===== src/rtl/fb_write_arbiter.sv =====
// Round-robin arbiter that merges the line and arc pixel streams onto one
// frame-buffer write port, clipping off-screen pixels and counting traffic.
module fb_write_arbiter #(
  parameter int H_RES   = 640,
  parameter int V_RES   = 480,
  parameter int X_W     = 10,
  parameter int Y_W     = 9,
  parameter int ADDR_W  = 19,
  parameter int COLOR_W = 8
) (
  input  logic               clk,
  input  logic               nreset,
  input  logic               l_valid,
  input  logic [X_W-1:0]     l_x,
  input  logic [Y_W-1:0]     l_y,
  input  logic [COLOR_W-1:0] l_color,
  output logic               l_ready,
  input  logic               a_valid,
  input  logic [X_W-1:0]     a_x,
  input  logic [Y_W-1:0]     a_y,
  input  logic [COLOR_W-1:0] a_color,
  output logic               a_ready,
  output logic [ADDR_W-1:0]  avm_address,
  output logic [COLOR_W-1:0] avm_writedata,
  output logic               avm_write,
  input  logic               avm_waitrequest,
  input  logic               clr_counts,
  output logic               idle,
  output logic [15:0]        pix_count,
  output logic [15:0]        clip_count
);

  typedef enum logic {SRC_LINE = 1'b0, SRC_ARC = 1'b1} src_t;
  typedef enum logic [1:0] {GNT_NONE = 2'd0, GNT_LINE = 2'd1, GNT_ARC = 2'd2} grant_t;

  // One extra bit so a limit equal to 2**X_W (or 2**Y_W) still compares correctly.
  localparam logic [X_W:0] X_LIM = (X_W+1)'(H_RES);
  localparam logic [Y_W:0] Y_LIM = (Y_W+1)'(V_RES);

  function automatic logic [ADDR_W-1:0] pixel_addr(input logic [X_W-1:0] x,
                                                   input logic [Y_W-1:0] y);
    pixel_addr = ADDR_W'(y) * ADDR_W'(H_RES) + ADDR_W'(x);
  endfunction

  function automatic logic off_screen(input logic [X_W-1:0] x, input logic [Y_W-1:0] y);
    off_screen = ({1'b0, x} >= X_LIM) || ({1'b0, y} >= Y_LIM);
  endfunction

  src_t               last_grant_r;
  grant_t             grant_s;
  logic               can_accept_s;
  logic               accept_s;
  logic               clipped_s;
  logic               write_done_s;
  logic [X_W-1:0]     sel_x_s;
  logic [Y_W-1:0]     sel_y_s;
  logic [COLOR_W-1:0] sel_color_s;
  logic [ADDR_W-1:0]  avm_address_r;
  logic [COLOR_W-1:0] avm_writedata_r;
  logic               avm_write_r;
  logic [15:0]        pix_count_r;
  logic [15:0]        clip_count_r;

  assign can_accept_s  = !avm_write_r || !avm_waitrequest;
  assign write_done_s  = avm_write_r && !avm_waitrequest;
  assign l_ready       = can_accept_s && (grant_s == GNT_LINE);
  assign a_ready       = can_accept_s && (grant_s == GNT_ARC);
  assign accept_s      = (l_valid && l_ready) || (a_valid && a_ready);
  assign clipped_s     = off_screen(sel_x_s, sel_y_s);
  assign idle          = !avm_write_r && !l_valid && !a_valid;
  assign avm_address   = avm_address_r;
  assign avm_writedata = avm_writedata_r;
  assign avm_write     = avm_write_r;
  assign pix_count     = pix_count_r;
  assign clip_count    = clip_count_r;

  // Grant decision: a tie goes to whichever source did not win last.
  always_comb begin
    grant_s = GNT_NONE;
    case ({l_valid, a_valid})
      2'b10:   grant_s = GNT_LINE;
      2'b01:   grant_s = GNT_ARC;
      2'b11:   grant_s = (last_grant_r == SRC_ARC) ? GNT_LINE : GNT_ARC;
      default: grant_s = GNT_NONE;
    endcase
  end

  // Pixel mux feeding the address/clip logic from the granted source.
  always_comb begin
    sel_x_s     = l_x;
    sel_y_s     = l_y;
    sel_color_s = l_color;
    if (grant_s == GNT_ARC) begin
      sel_x_s     = a_x;
      sel_y_s     = a_y;
      sel_color_s = a_color;
    end else begin
      sel_x_s     = l_x;
      sel_y_s     = l_y;
      sel_color_s = l_color;
    end
  end

  // Round-robin history, updated only when a pixel is actually taken.
  always_ff @(posedge clk or negedge nreset) begin
    if (!nreset) begin
      last_grant_r <= SRC_ARC;
    end else if (accept_s) begin
      last_grant_r <= (grant_s == GNT_ARC) ? SRC_ARC : SRC_LINE;
    end
  end

  // Bus write register: loads on an in-range accept, holds while stalled.
  always_ff @(posedge clk or negedge nreset) begin
    if (!nreset) begin
      avm_write_r     <= 1'b0;
      avm_address_r   <= '0;
      avm_writedata_r <= '0;
    end else if (accept_s) begin
      if (clipped_s) begin
        avm_write_r <= 1'b0;
      end else begin
        avm_write_r     <= 1'b1;
        avm_address_r   <= pixel_addr(sel_x_s, sel_y_s);
        avm_writedata_r <= sel_color_s;
      end
    end else if (write_done_s) begin
      avm_write_r <= 1'b0;
    end
  end

  // Traffic counters; a clear takes priority over a coincident increment.
  always_ff @(posedge clk or negedge nreset) begin
    if (!nreset) begin
      pix_count_r  <= 16'd0;
      clip_count_r <= 16'd0;
    end else if (clr_counts) begin
      pix_count_r  <= 16'd0;
      clip_count_r <= 16'd0;
    end else begin
      if (write_done_s) begin
        pix_count_r <= pix_count_r + 16'd1;
      end
      if (accept_s && clipped_s) begin
        clip_count_r <= clip_count_r + 16'd1;
      end
    end
  end

endmodule

===== config.mk =====
export PLATFORM = sky130hd
export DESIGN_NAME = fb_write_arbiter
export DESIGN_NICKNAME = d
export VERILOG_FILES = /design/src/rtl/fb_write_arbiter.sv
export SDC_FILE = /design/constraint.sdc
export NUM_CORES = 1
export LEC_CHECK = 0
export CAP_MARGIN = 40
export CORE_MARGIN = 5
export CORE_UTILIZATION = 51
export CTS_BUF_LIST = sky130_fd_sc_hd__clkbuf_2
export DETAILED_ROUTE_END_ITERATION = 12
export PLACE_DENSITY_LB_ADDON = 0.12
export SYNTH_ARGS = -nofsm -noshare
export SYNTH_HDL_FRONTEND = slang
export SYNTH_SLANG_ARGS = --single-unit

===== constraint.sdc =====
create_clock -name clk -period 10.61 [get_ports clk]
set_input_delay 1.5915 -clock clk [delete_from_list [all_inputs] [get_ports clk]]
set_output_delay 1.5915 -clock clk [all_outputs]
set_load 0.03 [all_outputs]

==> results of run 1 <==
-- registers in the layout (all words and copies together), names as in the netlist --
name and cells:
avm_write 1, avm_address 19, last_grant_r 1, clip_count 16, pix_count 16, avm_writedata 8
-- power breakdown --
part	total, mW	internal (mW)	switching [mW]	leakage, nW
clock network	0.147	0.0551	0.0924	0.0723
logic	0.374	0.159	0.215	1.30
registers	0.301	0.274	0.0267	0.777
total	0.822	0.488	0.334	2.15
-- layout make-up --
cell class	instances	area (um^2)	area share, %
timing repair buffer	126	1250	24.4
clock inverter	7	73.8	1.44
multi-input combinational	315	2070	40.3
tap	99	124	2.41
clock buffer	9	45.0	0.877
inverter	11	41.3	0.804
sequential	61	1530	29.7
-- layer usage --
| layer | wire, um | vias up | part of all wire, % |
|---|---|---|---|
| met5 | 0 | - | 0 |
| met4 | 95 | 0 | 1.0 |
| met3 | 795 | 10 | 8.7 |
| met2 | 4600 | 97 | 50 |
| met1 | 3690 | 1579 | 40 |
| li1 | - | 1638 | - |
-- cell families (layout without fill, tap and decap cells) --
family	after synthesis	in the layout	share of synthesized area [%]
muxes	27	27	7.51
buffers and inverters	24	153	2.55
adders and majority gates	15	15	5.50
and+or+nand+nor	159	159	20.7
DFF	61	61	41.5
AOI/OAI and AO/OA	67	67	11.0
xor gates and xnor gates	47	47	11.2
-- cells in the mapped netlist (5+ instances only) --
master / count / share of area [%]
nor2_1: 55 / 5.6
dfrtp_1: 60 / 41
clkbuf_1: 10 / 1.0
mux2i_1: 22 / 6.0
xnor2_1: 21 / 5.0
inv_1: 11 / 1.1
nand4_1: 10 / 1.7
mux2_2: 5 / 1.5
ha_1: 13 / 4.4
nand2_1: 40 / 4.1
or3_1: 7 / 1.2
nand3_1: 12 / 1.6
nor3_1: 12 / 1.6
xor2_1: 26 / 6.2
o21ai_0: 22 / 3.0
a21oi_1: 28 / 3.8
-- metrics by stage --
step / cells / setup WS [ps] / hold WS (ps) / area (um^2)
after floorplan: 400 / 6000 / 506 / 3680
after global placement: 611 / 5140 / 464 / 5000
after detailed placement: 612 / 5020 / 461 / 5020
after CTS: 628 / 5510 / 504 / 5140
after global routing: 628 / 5150 / 532 / 5140
final: 628 / 5480 / 500 / 5140
-- worst max-delay path, delay by kind of cell --
kind | cells | cell delay [ps]
multiplexers | 1 | 370
AND/OR/NAND/NOR | 2 | 440
adder cells (fa/ha/maj) | 3 | 840
buffers and inverters | 3 | 1090
AO/OA/AOI/OAI | 5 | 1160
-- worst max-delay path by stage --
stage	startpoint	endpoint	slack, ps
final	a_valid	avm_address[18]	5480
after detailed placement	a_valid	avm_address[18]	5020
after floorplan	a_valid	avm_address[18]	6000
after global routing	a_valid	avm_address[18]	5150
after global placement	a_valid	avm_address[18]	5140
after CTS	a_valid	avm_address[18]	5510
==> run summary, run 1 <==
status -> finished clean
Final Slew Violations -> 0
vias -> 3324
DR DRC count -> 0
Avg Inst Size Synth -> 9.21 um^2
synth-to-layout area growth -> 39.5%
worst clock skew -> 29.7 ps
headroom to the max-slew limit -> 48.6%
Yosys reg bits -> 61
Min-Delay Endpoint -> avm_address[8]
Die Ht -> 95.0 um
Clock Pin Slew Worst Setup and Hold Paths -> 190 ps
CP Capture Type -> flop
Post-Syn Nets -> 475
critical-path cell list -> clkdlybuf4s50_1, a21boi_4, buf_4, mux2i_1, inv_1, ha_1, ha_1, fa_1, a211oi_2, o21ai_0, a211oi_2, nand2_1, or3_1, a31oi_1
Nets -> 599
commonest non-fill, non-tap cell in the layout -> clkdlybuf4s50_1
remaining antenna violation count -> 0
Worst VDD drop -> 0.0000977 V
Hold Path Origin -> avm_address[8]
Ports -> 123
die footprint -> 0.00902 mm^2
EDFF count, synth -> 0
met3 usage -> 8.13%
setup violators final -> 0
post-synth cell types -> 44
Post-Syn Area -> 0.00368 mm^2
CTS tree -> done
DR pass1 iterations -> 5
first-pass GRT wire length -> 14.7 mm
max-cap check violation count -> 0
Reg2Reg Setup Slack -> 6740 ps
CTS Root Cell -> clkbuf_2
WS Path Type -> in -> reg
filler cell count in the final layout -> 572
H-Tree Depth -> 3
number of port buffers -> 122
Most used DFF post-synth -> dfrtp_1
yosys synthesis warning count -> 0
Post-CTS Setup Bufs -> 0
Congestion Overflow GR -> 0
Least-Margin Pin Slew -> 771 ps
initial antenna violation count -> 0
RSZ-0062 raised after global routing -> false
Final min period -> 5130 ps
Rows -> 31
CP Data Arrival Time -> 5520 ps
total power per unit cell area -> 160 mW/mm^2
Die W -> 95.0 um
RR Startpoint -> last_grant_r
layer with the highest usage -> met2
Clock Tree Buf Depth -> 2
crit path max fanout -> 43
Hold Vio Cnt, Final -> 0
met1 usage -> 24.0%
fraction of registers with async set/reset -> 100%
initial core utilization -> 51.6%
vias per inst -> 5.29
initial DRC count -> 147
PostCTS Resize Cnt -> 0
fin crit share -> 48.3%
Seq/Total Area, Yosys -> 41.5%
Clock Latency Late Sink -> 490 ps
WP data required -> 11000 ps
HP Class -> reg -> reg
Hold Path Depth -> 2
static leakage -> 2.15 nW
layout cells sized above 1 -> 7.18%
largest net degree at the start of global routing -> 62
max incr delay on CP -> 540 ps
sink count of the clock tree -> 61
GPL Wtd Cong -> 0.849
Slowest cell on crit path -> clkdlybuf4s50_1
vias in the first global route -> 3249
Pwr Total -> 0.822 mW
Post-Route Utilization -> 72.0%
Core Region -> 0.00714 mm^2
CP Launch Type -> input port
overall routed net length -> 9.18 mm
most frequent cells in the layout -> clkdlybuf4s50_1, dfrtp_1, nor2_1, nand2_1, a21oi_1
mean routed wirelength per cell -> 14.6 um
R2R depth -> 13
hpwl dp -> 7.13 mm
n_diodes -> 0
post-synthesis cell count -> 400
hold_buf cts -> 0
CTS Buf Count -> 9
fmax -> 195 MHz
setup TNS -> 0 ps
total track usage -> 20.9%
reg2reg end -> avm_address[18]
grt met2 use -> 35.9%
(Power assumes the default switching activity.)
==> run 2: changes to the inputs <==
--- a/config.mk
+++ b/config.mk
@@ -7,7 +7,7 @@
 export LEC_CHECK = 0
 export CAP_MARGIN = 40
 export CORE_MARGIN = 5
-export CORE_UTILIZATION = 51
+export CORE_UTILIZATION = 48
 export CTS_BUF_LIST = sky130_fd_sc_hd__clkbuf_2
 export DETAILED_ROUTE_END_ITERATION = 12
 export PLACE_DENSITY_LB_ADDON = 0.12
==> constraint.sdc (replaced) <==
create_clock -name clk -period 5.3 [get_ports clk]
set_input_delay 0.795 -clock clk [delete_from_list [all_inputs] [get_ports clk]]
set_output_delay 0.795 -clock clk [all_outputs]
set_load 0.03 [all_outputs]
==> run 2 against run 1 <==
Effect of this change:
- power increased by 99%
- combinational power increased by 100%
- routed wire length decreased by 1.9%
- die area increased by 5.6%
- clock skew decreased by 2.2 ps
- flip-flop and latch count unchanged
- clock power increased by 95%
- largest cell class unchanged
==> run summary, run 2 (same netlist as run 1, synthesis figures left out) <==
Final Slew Violations -> 0 (unchanged)
Clock Latency Late Sink -> 490 ps (about the same)
Post-Route Utilization -> 67.8% (was 72.0%)
n_diodes -> 0 (unchanged)
RSZ-0062 raised after global routing -> false (unchanged)
Reg2Reg Setup Slack -> 1670 ps (was 6740 ps)
Final min period -> 4140 ps
first-pass GRT wire length -> 14.9 mm (was 14.7 mm)
CTS Buf Count -> 9 (unchanged)
Rows -> 32 (was 31)
fin crit share -> 78.0%
headroom to the max-slew limit -> 49.0% (was 48.6%)
fmax -> 242 MHz
Ports -> 123 (unchanged)
vias per inst -> 5.18 (was 5.29)
Hold Vio Cnt, Final -> 0 (unchanged)
Core Region -> 0.00761 mm^2 (was 0.00714 mm^2)
reg2reg end -> avm_address[18] (unchanged)
Die Ht -> 97.6 um (was 95.0 um)
HP Class -> in -> async (was reg -> reg)
Critical Path Sink -> avm_address[18] (unchanged)
WP data required -> 5700 ps (was 11000 ps)
sink count of the clock tree -> 61 (unchanged)
CP Data Arrival Time -> 4540 ps (was 5520 ps)
hold_buf cts -> 0 (unchanged)
H-Tree Depth -> 3 (unchanged)
overall routed net length -> 9.01 mm (was 9.18 mm)
CTS Root Cell -> clkbuf_2 (unchanged)
Crit. Startpoint -> a_valid (unchanged)
status -> finished clean (unchanged)
CP Capture Type -> flop (unchanged)
Slowest cell on crit path -> clkdlybuf4s50_1 (unchanged)
Least-Margin Pin Slew -> 766 ps (was 771 ps)
Pwr Total -> 1.63 mW (was 0.822 mW)
Die W -> 97.6 um (was 95.0 um)
Nets -> 600 (was 599)
setup violators final -> 0 (unchanged)
Clock Tree Buf Depth -> 2 (unchanged)
RR Startpoint -> last_grant_r (unchanged)
Worst VDD drop -> 0.000265 V (was 0.0000977 V)
number of port buffers -> 122 (unchanged)
max-cap check violation count -> 0 (unchanged)
commonest non-fill, non-tap cell in the layout -> clkdlybuf4s50_1 (unchanged)
R2R depth -> 12 (was 13)
total power per unit cell area -> 317 mW/mm^2 (was 160 mW/mm^2)
Largest register FFs -> 19 (unchanged)
filler cell count in the final layout -> 632 (was 572)
multi-input logic area -> 0.00207 mm^2 (unchanged)
total track usage -> 18.8% (was 20.9%)
synth-to-layout area growth -> 40.0% (was 39.5%)
worst clock skew -> 27.5 ps (was 29.7 ps)
critical-path cell list -> clkdlybuf4s50_1, a21boi_4, buf_4, mux2i_1, xor2_1, ha_1, fa_1, a211oi_2, o21ai_0, a211oi_2, nand2_1, or3_1, a31oi_1 (was clkdlybuf4s50_1, a21boi_4, buf_4, mux2i_1, inv_1, ha_1, ha_1, fa_1, a211oi_2, o21ai_0, a211oi_2, nand2_1, or3_1, a31oi_1)
setup TNS -> 0 ps (unchanged)
most frequent cells in the layout -> clkdlybuf4s50_1, dfrtp_1, nor2_1, nand2_1, a21oi_1 (unchanged)
Design Area, Final -> 0.00515 mm^2 (was 0.00514 mm^2)
register area -> 0.00153 mm^2 (unchanged)
mean routed wirelength per cell -> 14.3 um (was 14.6 um)
max incr delay on CP -> 540 ps (about the same)
most frequent CP cell -> a211oi_2
remaining antenna violation count -> 0 (unchanged)
Congestion Overflow GR -> 0 (unchanged)
hpwl dp -> 7.06 mm (was 7.13 mm)
CTS tree -> done (unchanged)
crit path max fanout -> 27 (was 43)
layout cells sized above 1 -> 7.17% (was 7.18%)
die footprint -> 0.00952 mm^2 (was 0.00902 mm^2)
largest net degree at the start of global routing -> 62 (unchanged)
DR pass1 iterations -> 4 (was 5)
vias in the first global route -> 3224 (was 3249)
GPL Wtd Cong -> 0.844 (was 0.849)
initial DRC count -> 81 (was 147)
Post-CTS Setup Bufs -> 0 (unchanged)
DR DRC count -> 0 (unchanged)
Clock Pin Slew Worst Setup and Hold Paths -> 180 ps (was 190 ps)
placed cell area -> 0.00504 mm^2 (was 0.00502 mm^2)
PostCTS Resize Cnt -> 0 (unchanged)
initial antenna violation count -> 0 (unchanged)
CP Launch Type -> input port (unchanged)
static leakage -> 2.16 nW (was 2.15 nW)
initial core utilization -> 48.4% (was 51.6%)
vias -> 3271 (was 3324)
WS Path Type -> in -> reg (unchanged)
## run 2: changes by cell type in the layout (fill, tap and decap cells not counted)
cell and delta:
buf_8 -1, buf_16 +1, clkinvlp_4 +1, buf_4 +1
clkinv_1 +1, clkbuf_2 +1, clkinv_4 -2, clkinv_2 -1
## run 2: metrics by stage
stage,worst slack [ps],hold slack [ps],instances
finish,1160,436,632
global route,820,472,632
CTS,1150,432,632
detailed placement,626,468,616
global placement,733,465,615
floorplan,1480,499,400
## run 2: final cells by class
cell class / count / area share (%)
well taps: 102 / 2.48
inverters: 11 / 0.801
repair buffers: 127 / 24.7
multi-input cells: 315 / 40.2
clock inverters: 6 / 1.21
flip-flops and latches: 61 / 29.6
clock buffers: 10 / 0.971
## run 2: layer usage
layer  vias up  track usage, %  wire length (um)
met1      1531            22.0              3750
li1       1636               -                 -
met5         -               0                 0
met3        14            6.25               677
met2        90            32.3              4440
met4         0            6.60               143
## run 2: critical path: cells and delay by family
kind,cells,cell delay (ps)
AND/OR/NAND/NOR,2,430
AO/OA/AOI/OAI,5,1320
XOR/XNOR,1,100
adder cells (fa/ha/maj),2,660
multiplexers,1,310
buffers and inverters,2,910
## run 2: how the worst min path moves through the flow
| stage | from | end | slack (ps) | cells past startpoint |
|---|---|---|---|---|
| 2_1_floorplan | nreset | avm_address[0] | 500 | 0 |
| 3_3_place_gp | avm_address[8] | avm_address[8] | 470 | 2 |
| 3_5_place_dp | avm_address[8] | avm_address[8] | 470 | 2 |
| 4_1_cts | nreset | clip_count[9] | 430 | 2 |
| 5_1_grt | nreset | clip_count[9] | 470 | 2 |
| 6_report | nreset | clip_count[9] | 440 | 2 |
## run 2: report_power, final
part,internal (mW),switching [mW]
logic,0.320,0.431
registers,0.548,0.0498
clock network,0.110,0.176
total,0.978,0.656
